[config.mk]
export PLATFORM = sky130hd
export DESIGN_NAME = reg_decode_cut
export DESIGN_NICKNAME = d
export VERILOG_FILES = /design/src/rtl/reg_decode_cut.sv
export SDC_FILE = /design/constraint.sdc
export NUM_CORES = 1
export LEC_CHECK = 0
export CAP_MARGIN = 20
export CORE_MARGIN = 5
export CORE_UTILIZATION = 39
export CTS_CLUSTER_DIAMETER = 30
export DETAILED_ROUTE_END_ITERATION = 10
export PLACE_DENSITY_LB_ADDON = 0.3
export SLEW_MARGIN = 0
export SYNTH_ARGS = -nofsm -noshare
export SYNTH_HDL_FRONTEND = slang
export SYNTH_SLANG_ARGS = --single-unit
export TNS_END_PERCENT = 10
[constraint.sdc]
create_clock -name clk_i -period 1.83 [get_ports clk_i]
set_input_delay 0.366 -clock clk_i [delete_from_list [all_inputs] [get_ports clk_i]]
set_output_delay 0.366 -clock clk_i [all_outputs]
set_load 0.02 [all_outputs]
[src/rtl/reg_decode_cut.sv]
// Registered address-decode cut in front of a register-interface demux.
// Holds at most one transaction: decodes it, forwards hits to the demux,
// answers map misses and stalled slaves locally with an error response.

package reg_decode_cut_pkg;
  localparam int unsigned AddrWidth = 32;
  localparam int unsigned DataWidth = 32;
  localparam int unsigned StrbWidth = DataWidth / 8;

  typedef struct packed {
    logic [AddrWidth-1:0] addr;
    logic                 write;
    logic [DataWidth-1:0] wdata;
    logic [StrbWidth-1:0] wstrb;
    logic                 valid;
  } req_t;

  typedef struct packed {
    logic [DataWidth-1:0] rdata;
    logic                 error;
    logic                 ready;
  } rsp_t;

  typedef struct packed {
    int unsigned          idx;
    logic [AddrWidth-1:0] start_addr;
    logic [AddrWidth-1:0] end_addr;
  } rule_t;
endpackage

module reg_decode_cut #(
  parameter int unsigned NoPorts       = 0,
  parameter int unsigned NoRules       = 1,
  parameter int unsigned AddrWidth     = 32,
  parameter int unsigned DataWidth     = 32,
  parameter int unsigned TimeoutCycles = 0,
  parameter type         req_t         = reg_decode_cut_pkg::req_t,
  parameter type         rsp_t         = reg_decode_cut_pkg::rsp_t,
  parameter type         rule_t        = reg_decode_cut_pkg::rule_t,
  localparam int unsigned SelectWidth  = (NoPorts > 1) ? $clog2(NoPorts) : 1
) (
  input  logic                   clk_i,
  input  logic                   rst_ni,
  input  req_t                   in_req_i,
  output rsp_t                   in_rsp_o,
  input  rule_t                  addr_map_i [NoRules],
  output logic [SelectWidth-1:0] out_select_o,
  output req_t                   out_req_o,
  input  rsp_t                   out_rsp_i
);

  localparam int unsigned CntWidth = (TimeoutCycles > 0) ? $clog2(TimeoutCycles + 1) : 1;

  typedef enum logic [1:0] {
    IDLE = 2'd0,
    BUSY = 2'd1,
    RESP = 2'd2
  } state_e;

  state_e                 state_q, state_d;
  req_t                   req_q, req_d;
  logic [SelectWidth-1:0] sel_d;
  logic [DataWidth-1:0]   rdata_q, rdata_d;
  logic                   err_q, err_d;
  logic [CntWidth-1:0]    cnt_q, cnt_d;
  req_t                   out_req_d;
  rsp_t                   in_rsp_d;

  logic [AddrWidth-1:0]   req_addr;
  logic                   dec_found;
  logic                   dec_hit;
  logic [SelectWidth-1:0] dec_sel;

  assign req_addr = in_req_i.addr;

  // Address decode: first (lowest-index) matching rule wins; out-of-range port is a miss.
  always_comb begin
    dec_found = 1'b0;
    dec_hit   = 1'b0;
    dec_sel   = '0;
    for (int unsigned r = 0; r < NoRules; r++) begin
      if (!dec_found && (req_addr >= addr_map_i[r].start_addr) &&
          (req_addr < addr_map_i[r].end_addr)) begin
        dec_found = 1'b1;
        if (addr_map_i[r].idx < NoPorts) begin
          dec_hit = 1'b1;
          dec_sel = SelectWidth'(addr_map_i[r].idx);
        end
      end
    end
  end

  // Next-state logic; outputs are derived from the next state so they register with it.
  always_comb begin
    state_d   = state_q;
    req_d     = req_q;
    sel_d     = out_select_o;
    rdata_d   = rdata_q;
    err_d     = err_q;
    cnt_d     = cnt_q;
    out_req_d = '0;
    in_rsp_d  = '0;

    case (state_q)
      IDLE: begin
        if (in_req_i.valid) begin
          req_d   = in_req_i;
          cnt_d   = '0;
          rdata_d = '0;
          if (dec_hit) begin
            sel_d   = dec_sel;
            err_d   = 1'b0;
            state_d = BUSY;
          end else begin
            sel_d   = '0;
            err_d   = 1'b1;
            state_d = RESP;
          end
        end
      end
      BUSY: begin
        if (out_rsp_i.ready) begin
          rdata_d = out_rsp_i.rdata;
          err_d   = out_rsp_i.error;
          state_d = RESP;
        end else if ((TimeoutCycles != 0) && (cnt_q == CntWidth'(TimeoutCycles - 1))) begin
          rdata_d = '0;
          err_d   = 1'b1;
          state_d = RESP;
        end else if (cnt_q != '1) begin
          cnt_d = cnt_q + CntWidth'(1);
        end
      end
      RESP: begin
        state_d = IDLE;
      end
      default: begin
        state_d = IDLE;
      end
    endcase

    if (state_d == BUSY) begin
      out_req_d       = req_d;
      out_req_d.valid = 1'b1;
    end
    if (state_d == RESP) begin
      in_rsp_d.rdata = rdata_d;
      in_rsp_d.error = err_d;
      in_rsp_d.ready = 1'b1;
    end
  end

  // State, stored transaction and registered outputs.
  always_ff @(posedge clk_i or negedge rst_ni) begin
    if (!rst_ni) begin
      state_q      <= IDLE;
      req_q        <= '0;
      rdata_q      <= '0;
      err_q        <= 1'b0;
      cnt_q        <= '0;
      out_select_o <= '0;
      out_req_o    <= '0;
      in_rsp_o     <= '0;
    end else begin
      state_q      <= state_d;
      req_q        <= req_d;
      rdata_q      <= rdata_d;
      err_q        <= err_d;
      cnt_q        <= cnt_d;
      out_select_o <= sel_d;
      out_req_o    <= out_req_d;
      in_rsp_o     <= in_rsp_d;
    end
  end

endmodule

==> impl_metrics.toml, run 1 <==
[status]
outcome = "finished clean"

[setup_path]
timing.rr.end = "req_q[2]"
worstPathRequired_ps = 1460
reg2reg_setup_slack_ps = 250
worstPathArrival_ps = 1390
cp_max_fo = 1
cpPeakStageDelay_ps = 650
start_kind = "flip-flop"
r2r_start = "state_q[0]"
cp_top_family = "buffers and inverters"
crit_path_cell_trace = "clkdlybuf4s50_1"
cp_num_buf_inv = 1
cpMaxStageDelayCell = "clkdlybuf4s50_1"
crit_path_end_kind = "output pin"
worst-setup-path-type = "reg -> out"
r2r_cells = 3

[detailed_routing]
wirelength_met1_mm = 5.65
ant_nets = 0
drc = 0
via_count = 3643
drtIter0Drc = 115
totalWireLength_mm = 13.4
wl_met3_mm = 1.21
viasPerCell = 4.53
wl_met2_mm = 6.37
maxUsedRoutingLayer = "met4"
drt-pass1-iter-count = 4
wl_per_cell_um = 16.7

[global_routing]
antenna_found_initial = 0
overflow = 0
grt_usage_pct = 15.5
grt_max_degree = 48
grt_pass1_wl_mm = 21.5
first_global_vias = 3956

[yosys]
synth_cells = 391
seq_area_frac_synth_pct = 72.5
yosysWarnings = 0
avgSynthCellArea_um2 = 15.4
ys_types = 17
synth_fp_nets = 593
netlist_area_um2 = 6040
synth_seq_cells = 175

[sta]
clock.fmax_ghz = 0.569
max_slew.worst_pin.slew_ps = 621
hold_slack_ps = 415
setup_viol = 0
fin_crit_sh_pct = 96.0
fin_setup_tns_ps = 0
min_period_ps = 1760
rsz0062_at_grt = "no"
relSlewSlack_pct = 58.6
clock_skew_ps = 6.88
report.final.slew_viol_count = 0
hold_viol = 0

[floorplan]
coreArea_um2 = 15200
dieArea_um2 = 18100
die_width_um = 134
io_pins = 307
floorplan.initialDensity_pct = 39.7
dieHeight_um = 134
rows = 45

[clock_network]
cts_num_sinks = 175
ctsHtreeMaxLevel = 4
cts_root_buf = "clkbuf_16"
numCtsBuffers = 17
clockBufferDepth = 2
clk_latency_ps = 420
path_clk_slew_ps = 70
post_cts_buffers = 0
cts_tree = "yes"

[placed_design]
io_buffers = 209
place_hpwl_mm = 9.54
detailed_place.area_um2 = 8420
place_congestion = 0.736

[power]
p_switching_mw = 1.81
switching_share_pct = 21.1
p_seq_share_pct = 49.0
clkPwrFrac_pct = 43.4
power.internal_mw = 6.75
ir_drop_uv = 585
p_leak_nw = 4.05
power.density_nw_per_um2 = 946
combPwrFrac_pct = 7.6

[worst_hold_path]
holdCritPathClass = "in -> async"

[final_layout]
layout_commonest_cell = "clkdlybuf4s50_1"
final_cell_mix = "clkdlybuf4s50_1, dfrtp_1, and2_1"
nNetsFinal = 806
area_delta_synth_final_pct = 49.7
design_area_um2 = 9040
antennaDiodeCount = 0
layout-drive-gt1-share_pct = 16.9

[run]
cap_violations = 0
==> registers in the layout (all words and copies together) (netlist names) <==
name and count:
out_req_o 70, in_rsp_o 34, req_q 69, state_q 2
==> Yosys cell counts <==
cell / number / area share [%]
buf_4: 2 / 0.25
mux2_1: 10 / 1.9
conb_1: 1 / 0.062
mux2_2: 59 / 11
nand3_1: 1 / 0.083
nor2b_1: 8 / 0.83
dfrtp_1: 175 / 72
nand2b_1: 1 / 0.10
a21oi_1: 3 / 0.25
clkbuf_1: 16 / 0.99
buf_2: 7 / 0.58
nor3b_2: 2 / 0.41
nand2_1: 1 / 0.062
and3b_1: 1 / 0.15
nor3b_1: 1 / 0.12
and2_1: 102 / 11
buf_6: 1 / 0.19
==> power by group through the flow <==
stage	combinational, mW	clock [mW]	sequential, mW
2_1_floorplan	0.283	0	4.24
3_3_place_gp	0.639	0	4.25
3_5_place_dp	0.664	0	4.27
4_1_cts	0.669	3.83	4.20
5_1_grt	0.718	3.98	4.22
6_report	0.650	3.71	4.19
==> timing repair <==
item,CTS,global route
resized for setup,0,0
endpoints found under the hold margin,31,0
hold buffers,1,0
==> stage by stage <==
stage	utilization, %	instances	setup slack [ps]	power, mW
2_1_floorplan	-	391	349	4.52
3_3_place_gp	55.4	772	-90.2	4.89
3_5_place_dp	55.4	772	-105	4.93
4_1_cts	59.5	805	36.4	8.70
5_1_grt	59.5	805	16.8	8.92
6_report	59.5	805	73.7	8.56
==> cells by family (layout without fill, tap and decap cells) <==
family          count (synthesis)  count (layout)  share of synthesized area (%)
compound gates                  3               3                          0.248
buf+inv                        26             252                           2.01
flops                         175             175                           72.5
mux                            69              69                           12.9
other cells                     1               1                         0.0621
simple gates                  117             117                           12.3
==> worst max path at each step <==
stage                  startpoint       endpoint  slack [ps]  cells after the start
floorplan              state_q[1]      req_q[59]         350                      4
global placement      in_req_i[0]       req_q[4]         -90                      4
detailed placement    in_req_i[0]       req_q[2]        -110                      4
CTS                 out_req_o[44]  out_req_o[44]          40                      1
global route         out_req_o[3]   out_req_o[3]          20                      1
finish              out_req_o[44]  out_req_o[44]          70                      1
==> layer usage <==
layer / track usage [%] / vias to the layer above
met5: 0 / -
met4: 6.17 / 0
met3: 6.71 / 19
met2: 23.9 / 152
met1: 19.5 / 1801
li1: - / 1671
==> area by class of cell <==
type	instances	area, um2
clock inverter	13	156
timing repair buffer	220	2270
tap	188	235
multi-input combinational	190	1550
sequential	175	4380
fill	1181	6160
clock buffer	19	453
No activity file was read; power rests on OpenSTA's default activity.
==> inputs of run 2 (changes only) <==
--- a/config.mk
+++ b/config.mk
@@ -6,7 +6,6 @@
 export NUM_CORES = 1
 export LEC_CHECK = 0
 export CAP_MARGIN = 20
-export CORE_MARGIN = 5
 export CORE_UTILIZATION = 39
 export CTS_CLUSTER_DIAMETER = 30
 export DETAILED_ROUTE_END_ITERATION = 10
==> run 2 against run 1 <==
Against the previous run: cell area is 0.68% higher; first-iteration DRC count is 24% lower; critical endpoint is now in_rsp_o[26]; critical path depth unchanged; global-route usage increased by 1.4 points; final cell count increased by 0.75%; non-clock buffer count grew 11; critical path type unchanged; clock power fell by 2%.
==> impl_metrics.toml, run 2 (synthesized netlist as in run 1, its figures left out) <==
[sta]
clock_skew_ps = 5.24
clock.fmax_ghz = 0.573
min_period_ps = 1740
relSlewSlack_pct = 58.5
rsz0062_at_grt = "no"
hold_viol = 0
max_slew.worst_pin.slew_ps = 623
setup_viol = 0
report.final.slew_viol_count = 0
fin_crit_sh_pct = 95.3

[detailed_routing]
drtIter0Drc = 87
viasPerCell = 4.51
via_count = 3661
drc = 0
drt-pass1-iter-count = 4
ant_nets = 0
totalWireLength_mm = 12.6
wl_per_cell_um = 15.6

[clock_network]
post_cts_buffers = 0
ctsHtreeMaxLevel = 4
ctsResizeCount = 0
numCtsBuffers = 17
cts_num_sinks = 175
cts_root_buf = "clkbuf_16"
cts_tree = "yes"
clockBufferDepth = 2
path_clk_slew_ps = 60
clk_latency_ps = 410

[final_layout]
reg.largest.list = "out_req_o (70), req_q (69), in_rsp_o (34)"
largest-register = "out_req_o"
layout-drive-gt1-share_pct = 17.2
layout_commonest_cell = "clkdlybuf4s50_1"
n_fill_cell = 1167
area_delta_synth_final_pct = 50.7
antennaDiodeCount = 0
nNetsFinal = 817
largest_reg_flops = 70
final_cell_mix = "clkdlybuf4s50_1, dfrtp_1, and2_1"
design_area_um2 = 9100

[global_routing]
grt_usage_pct = 16.9
grt_max_degree = 46
antenna_found_initial = 0
first_global_vias = 3958
grt_pass1_wl_mm = 20.4
overflow = 0

[floorplan]
die_width_um = 126
dieHeight_um = 126
dieArea_um2 = 16000
rows = 45
io_pins = 307
floorplan.initialDensity_pct = 39.9
coreArea_um2 = 15100

[worst_hold_path]
holdCritPathClass = "in -> async"

[setup_path]
endpoint = "in_rsp_o[26]"
critPathLaunch = "in_rsp_o[26]"
worstPathArrival_ps = 1380
cp_num_buf_inv = 1
start_kind = "flip-flop"
crit_path_cell_trace = "clkdlybuf4s50_1"
reg2reg_setup_slack_ps = 280
crit_path_end_kind = "output pin"
r2r_cells = 4
r2r_start = "state_q[0]"
cpPeakStageDelay_ps = 610
cpMaxStageDelayCell = "clkdlybuf4s50_1"
worstSetupPathDepth = 1
cp_top_family = "buffers and inverters"
timing.rr.end = "req_q[34]"
worst-setup-path-type = "reg -> out"
worstPathRequired_ps = 1460
cp_max_fo = 1

[placed_design]
io_buffers = 209
place_congestion = 0.715
detailed_place.area_um2 = 8510
place_hpwl_mm = 8.93

[power]
power.density_nw_per_um2 = 936
p_seq_share_pct = 49.3
power.internal_mw = 6.84
clkPwrFrac_pct = 42.7
ir_drop_uv = 541
p_leak_nw = 4.09
combPwrFrac_pct = 7.9
switching_share_pct = 19.7
p_switching_mw = 1.68
finalPower_mw = 8.52

[run]
cap_violations = 0

[status]
outcome = "finished clean"
## run 2: changes by cell type in the layout (fill, tap and decap cells not counted), sizes merged
cell	previous run	this run
inv	3	0
clkbuf	19	21
bufinv	3	4
clkinv	5	2
clkinvlp	2	0
buf	11	22
## run 2: layout make-up
cell class / count / area (um2) / share of cell area (%)
repair buffers: 231 / 2350 / 25.8
clock inverters: 6 / 138 / 1.51
flip-flops and latches: 175 / 4380 / 48.1
multi-input cells: 190 / 1550 / 17.1
clock buffers: 21 / 450 / 4.95
well taps: 188 / 235 / 2.58
## run 2: repair_timing
item	in CTS	in global routing
endpoints found under the setup margin	0	0
hold buffers	1	0
hold endpoints to repair	41	0
## run 2: worst min path at each step
stage                start           to  slack [ps]  depth (start not counted)
floorplan           rst_ni  in_rsp_o[0]          70                          0
detailed placement  rst_ni    req_q[17]         330                          1
finish              rst_ni    req_q[17]         440                          2
CTS                 rst_ni    req_q[17]         440                          2
global placement    rst_ni    req_q[11]         320                          1
global route        rst_ni    req_q[11]         470                          2
## run 2: stage by stage
step	setup WS, ps	std cells	utilization [%]	setup TNS, ps	hold WS, ps
floorplan	349	391	-	0	70.4
detailed placement	-138	783	56.2	-6080	326
global route	26.7	811	60.1	0	469
finish	85.9	811	60.1	0	440
global placement	-72.2	783	56.2	-3990	324
CTS	49.1	811	60.1	0	440
## run 2: routing by layer
layer  track usage (%)  vias to the layer above  wire (um)
li1                  -                     1689          -
met1              19.8                     1812       5160
met2              26.9                      144       6030
met3              7.68                       16       1220
met4              7.37                        0        230
met5                 0                        -          0
## run 2: power groups by stage
| stage | combinational (mW) | clock, mW | sequential [mW] |
|---|---|---|---|
| floorplan | 0.283 | 0 | 4.24 |
| global placement | 0.664 | 0 | 4.25 |
| detailed placement | 0.689 | 0 | 4.27 |
| CTS | 0.695 | 3.74 | 4.20 |
| global route | 0.741 | 3.90 | 4.23 |
| finish | 0.677 | 3.64 | 4.20 |
==> edit 1: new RTL, flow settings as in run 2 <==
`AddrWidth` is set to 32 in 2 places; all go to 64.
--- a/src/rtl/reg_decode_cut.sv
+++ b/src/rtl/reg_decode_cut.sv
@@ -3,7 +3,7 @@
 // answers map misses and stalled slaves locally with an error response.
 
 package reg_decode_cut_pkg;
-  localparam int unsigned AddrWidth = 32;
+  localparam int unsigned AddrWidth = 64;
   localparam int unsigned DataWidth = 32;
   localparam int unsigned StrbWidth = DataWidth / 8;
 
@@ -31,7 +31,7 @@
 module reg_decode_cut #(
   parameter int unsigned NoPorts       = 0,
   parameter int unsigned NoRules       = 1,
-  parameter int unsigned AddrWidth     = 32,
+  parameter int unsigned AddrWidth     = 64,
   parameter int unsigned DataWidth     = 32,
   parameter int unsigned TimeoutCycles = 0,
   parameter type         req_t         = reg_decode_cut_pkg::req_t,
Interface: changed (resized addr_map_i, in_req_i and out_req_o); port bits go from 307 to 435. No check against the original RTL was run, so the function may have changed too.
==> edit 1 against run 2 <==
The run now ends with design-rule violations left. Largest power group is now clock. Critical endpoint is now out_req_o[1]. Sequential power is 38% higher. Wire length is 79% higher. Sequential cell count is 64 higher. Setup slack worse by 59 ps. Cell area is 48% higher. Total power is 86% higher. Critical path type unchanged. Worst hold slack worse by 150 ps. Area after synthesis is 45% higher. Sequential share of layout area is 3.8 points lower.
==> edit 1: results (changes against run 2) <==
Layout
  – Largest registers: out_req_o: 102 flops, req_q: 101 flops, in_rsp_o: 34 flops
  – Final std cells w/o fill: 1168 (+44%)
  – Share of cells above drive strength 1: 0.243 (+0.0708)

Logic synthesis
  – Synth cell types: 20 (+3)
  – Synth area leaders: dfrtp_1, mux2_4, and2_1
  – Synth top cells by count: dfrtp_1, and2_1, mux2_4, mux2_2, buf_12
  – Compound-Gate Fraction of Synth Area: 0.00171 (-0.000775)
  – Seq/Total Area, Yosys: 0.681 (-0.0437)
  – Synthesized instance count: 527 (+35%)
  – Post-synthesis mux area share: 0.168 (+0.0394)
  – Syn nets: 825 (+39%)

STA
  – Tcrit/Tclk final: 0.985 (+0.0324)
  – Clk_skew: 23.7 ps (+18.5 ps)

Outcome
  – Failing checks: design-rule violations
  – Status: finished, violations left

Setup path
  – Arrival time at the worst endpoint: 1440 ps (+60 ps)
  – CP startpoint: out_req_o[1]
  – Setup crit end: out_req_o[1]
  – R2r setup slk: 200 ps (-80 ps)
  – R2r endpoint: req_q[2]

Route
  – DR top layer: met5
  – Detailed-router iteration count before antenna repair: 7 (+3)
  – Routed via count: 5278 (+44%)
  – DR iter-0 viols: 199 (+130%)
  – Post-route DRC: 112 (+112)

Placement
  – Post-DP HPWL: 16000 um (+79%)
  – Pre-CTS setup slack: -298 ps (-160 ps)

CTS
  – CTS Buf Count: 47 (+30)
  – Max Root-Sink Buffers: 3 (+1)
  – H-tree level count: 2 (-2)

GRT
  – Largest net degree at the start of global routing: 66 (+43%)
  – Met2 GRT Util: 0.311 (+0.0419)
  – Initial antenna violation count: 16 (+16)
  – First-pass GRT wire length: 35500 um (+74%)
  – Total track usage: 0.203 (+0.0341)

Power
  – Worst VDD drop: 910 uV (+68%)
  – Total leakage power: 7.33 nW (+79%)
==> edit 1: changes by cell type after synthesis, sizes merged <==
| cell | run 2 | this run |
|---|---|---|
| dfrtp | 175 | 239 |
| mux2 | 69 | 101 |
| buf | 10 | 21 |
| clkbuf | 16 | 13 |
| and2 | 102 | 134 |
==> edit 1: worst min path at each step <==
stage	from	to	depth (start not counted)	slack (ps)
final	rst_ni	out_req_o[35]	2	290
after global routing	rst_ni	out_req_o[35]	2	300
after CTS	rst_ni	out_req_o[43]	2	270
after detailed placement	rst_ni	out_req_o[35]	1	240
after global placement	rst_ni	out_req_o[57]	1	240
after floorplan	rst_ni	in_rsp_o[0]	0	70
==> edit 1: area by class of cell <==
type / instances / area (um2) / area share
antenna: 10 / 25.0 / 0.00186
clock buffer: 57 / 1290 / 0.0960
clock inverter: 30 / 379 / 0.0281
multi-input combinational: 254 / 2450 / 0.182
sequential: 239 / 5980 / 0.443
tap: 280 / 350 / 0.0260
timing repair buffer: 298 / 3000 / 0.223
==> edit 1: stage by stage <==
stage	instance area (um2)	util
5_1_grt	13500	0.614
4_1_cts	13400	0.610
6_report	13500	0.614
2_1_floorplan	8780	-
3_5_place_dp	11800	0.539
3_3_place_gp	11800	0.539
==> edit 1: timing repair <==
action	CTS	global route
pin swaps	0	0
hold endpoints to repair	27	0
setup endpoints to repair	101	30
hold buffers	1	0
resized for setup	101	30
==> edit 1: report_power, final <==
group          internal, mW  switching [mW]
Clock                  6.04            2.83
Sequential             5.64           0.177
Combinational         0.782           0.357
==> edit 1: logic make-up after synthesis <==
logic type,after synthesis
other,1
buffers and inverters,34
muxes,101
and+or+nand+nor,149
DFF,239
AOI/OAI and AO/OA,3
==> edit 2: new RTL, flow settings as in run 2 <==
Made on the original files. Reset style: synchronous (`rst_ni`), changed in one clocked block.
--- a/src/rtl/reg_decode_cut.sv
+++ b/src/rtl/reg_decode_cut.sv
@@ -151,7 +151,7 @@
   end
 
   // State, stored transaction and registered outputs.
-  always_ff @(posedge clk_i or negedge rst_ni) begin
+  always_ff @(posedge clk_i) begin
     if (!rst_ni) begin
       state_q      <= IDLE;
       req_q        <= '0;
Check against the original RTL: differs if rst_ni is asserted again (counterexample within 4 cycles, from zero or initial values and one cycle with rst_ni low); with rst_ni held inactive, the same outputs for 10 cycles.
==> edit 2 against run 2 <==
Cell area down 5.0%. Setup slack improved by 11 ps. Wire length up 0.54%. Die area decreased by 6.4%. Worst hold slack better by 46 ps. Count of clock-buffer cells in the layout is 1 lower. Sequential cell count rose by 10. Clock power is 5% lower. Total power decreased by 3.4%. Via count increased by 13%. Area after synthesis down 6.5%. Critical path type unchanged. Largest power group unchanged. Highest routed layer unchanged.
==> edit 2: results (changes against run 2) <==
Outcome
  – Status: completed

CTS
  – CTS Buf Count: 17 (unchanged)
  – Clock Root Buffer: clkbuf_16
  – Clock slew at reported path FFs: ~70 ps
  – Max Root-Sink Buffers: 2 (unchanged)
  – Post-CTS setup buffers: 0 (unchanged)
  – CTS resizes: 0 (unchanged)
  – H-tree level count: 4 (unchanged)
  – Clk_lat worst skew: around 420 ps

Layout
  – Ant. Diodes: 0 (unchanged)
  – Filler cells: 1142 (-2.1%)
  – Share of cells above drive strength 1: 0.0766 (-0.0951)
  – Largest registers: out_req_o: 70 flops, req_q: 69 flops, in_rsp_o: 34 flops
  – Nets@finish: 933 (+14%)

Min path
  – WHS Path Cells: 2
  – Kind of path behind the tightest hold check: reg -> reg
  – Hold Crit Start: req_q[13]
  – Hold Path End: req_q[13]

Setup path
  – FF-to-FF path depth: 5 (+1)
  – R2r endpoint: req_q[42]
  – Slowest cell delay on critical path: 620 ps
  – Worst flop-to-flop path startpoint: state_q[0]
  – Setup crit end: out_req_o[49]
  – Worst-path maximum fanout: 1 (unchanged)
  – Top Family by Delay on Critical Path: buffers and inverters
  – CP startpoint: out_req_o[49]
  – R2r setup slk: 290 ps

Route
  – DR iter-0 viols: 150 (+72%)
  – Routed via count: 4146 (+13%)
  – Detailed-router iteration count before antenna repair: 4 (unchanged)
  – Routed len/inst: 13.8 um (-12%)
  – Via/cell ratio: 4.49 (-0.60%)

GRT
  – Largest net degree at the start of global routing: 55 (+20%)
  – Initial antenna violation count: 1 (+1)
  – First-pass GRT wire length: 19600 um (-4.1%)
  – Total track usage: 0.172 (+0.00296)

Power
  – Worst VDD drop: 633 uV (+17%)
  – Total leakage power: 3.52 nW (-14%)

Logic synthesis
  – Synth top cells by count: dfxtp_1, nor2_1, mux2i_1, and2_1, clkbuf_1
  – Synth area leaders: dfxtp_1, mux2i_1, nor2_1
  – Avg Cell Area, Syn: 11.0 um2 (-29%)
  – Seq/Total Area, Yosys: 0.656 (-0.0689)
  – Asr flop ratio synth: 0 (-1.00)
  – Synth cell types: 21 (+4)
  – Primary FF master, synth: dfxtp_1
  – Syn nets: 716 (+21%)

STA
  – Fin crit period: 1730 ps (-10.5 ps)
  – Clk_skew: 10.5 ps (+5.22 ps)
  – Hold slack final: 486 ps (+46.0 ps)

Placement
  – Placed Cells incl. Taps: 892 (+14%)
  – Port-buffer cells: 209 (unchanged)
  – Placed inst area: 8090 um2 (-4.9%)
  – Pre-CTS setup slack: -311 ps (-173 ps)
  – GP Congestion: 0.762 (+6.6%)
  – Post-DP HPWL: 9100 um (+1.9%)
-- edit 2: changes by cell type after synthesis, sizes merged, moves of 8 or more --
cell / before / now
dfxtp: 0 / 185
dfrtp: 175 / 0
nor2: 0 / 156
and2: 102 / 32
mux2i: 0 / 70
mux2: 69 / 0
a221oi: 0 / 11
and3b: 1 / 9
-- edit 2: stage by stage --
| stage | setup TNS, ps | util |
|---|---|---|
| finish | 0 | 0.618 |
| global route | 0 | 0.618 |
| CTS | 0 | 0.618 |
| detailed placement | -19510 | 0.578 |
| global placement | -17410 | 0.578 |
| floorplan | 0 | - |
-- edit 2: cells by family (layout without fill, tap and decap cells) --
| kind of cell | count (synthesis) | in the layout | share of synthesized area |
|---|---|---|---|
| simple gates | 203 | 203 | 0.161 |
| flops | 185 | 185 | 0.656 |
| mux | 70 | 70 | 0.124 |
| buf+inv | 42 | 272 | 0.0381 |
| compound gates | 13 | 13 | 0.0199 |
| other cells | 1 | 1 | 0.000664 |
-- edit 2: area by class of cell --
class / count / area (um2) / share of cell area
Clock buffer: 20 / 447 / 0.0516
Clock inverter: 12 / 114 / 0.0132
Inverter: 7 / 26.3 / 0.00304
Multi-Input combinational cell: 287 / 1740 / 0.201
Sequential cell: 185 / 3700 / 0.428
Tap cell: 180 / 225 / 0.0260
Timing Repair Buffer: 233 / 2400 / 0.277
-- edit 2: per-layer routing --
| metal | vias to the layer above | track usage | routed length (um) |
|---|---|---|---|
| met5 | - | 0 | 0 |
| met4 | 0 | 0.0793 | 234 |
| met3 | 18 | 0.0632 | 1170 |
| met2 | 155 | 0.281 | 5820 |
| met1 | 1897 | 0.201 | 5500 |
| li1 | 2076 | - | - |
-- edit 2: report_power, final --
group	internal (mW)	switching, mW
clock network	1.93	1.53
logic	0.376	0.245
registers	4.12	0.0271
total	6.43	1.80
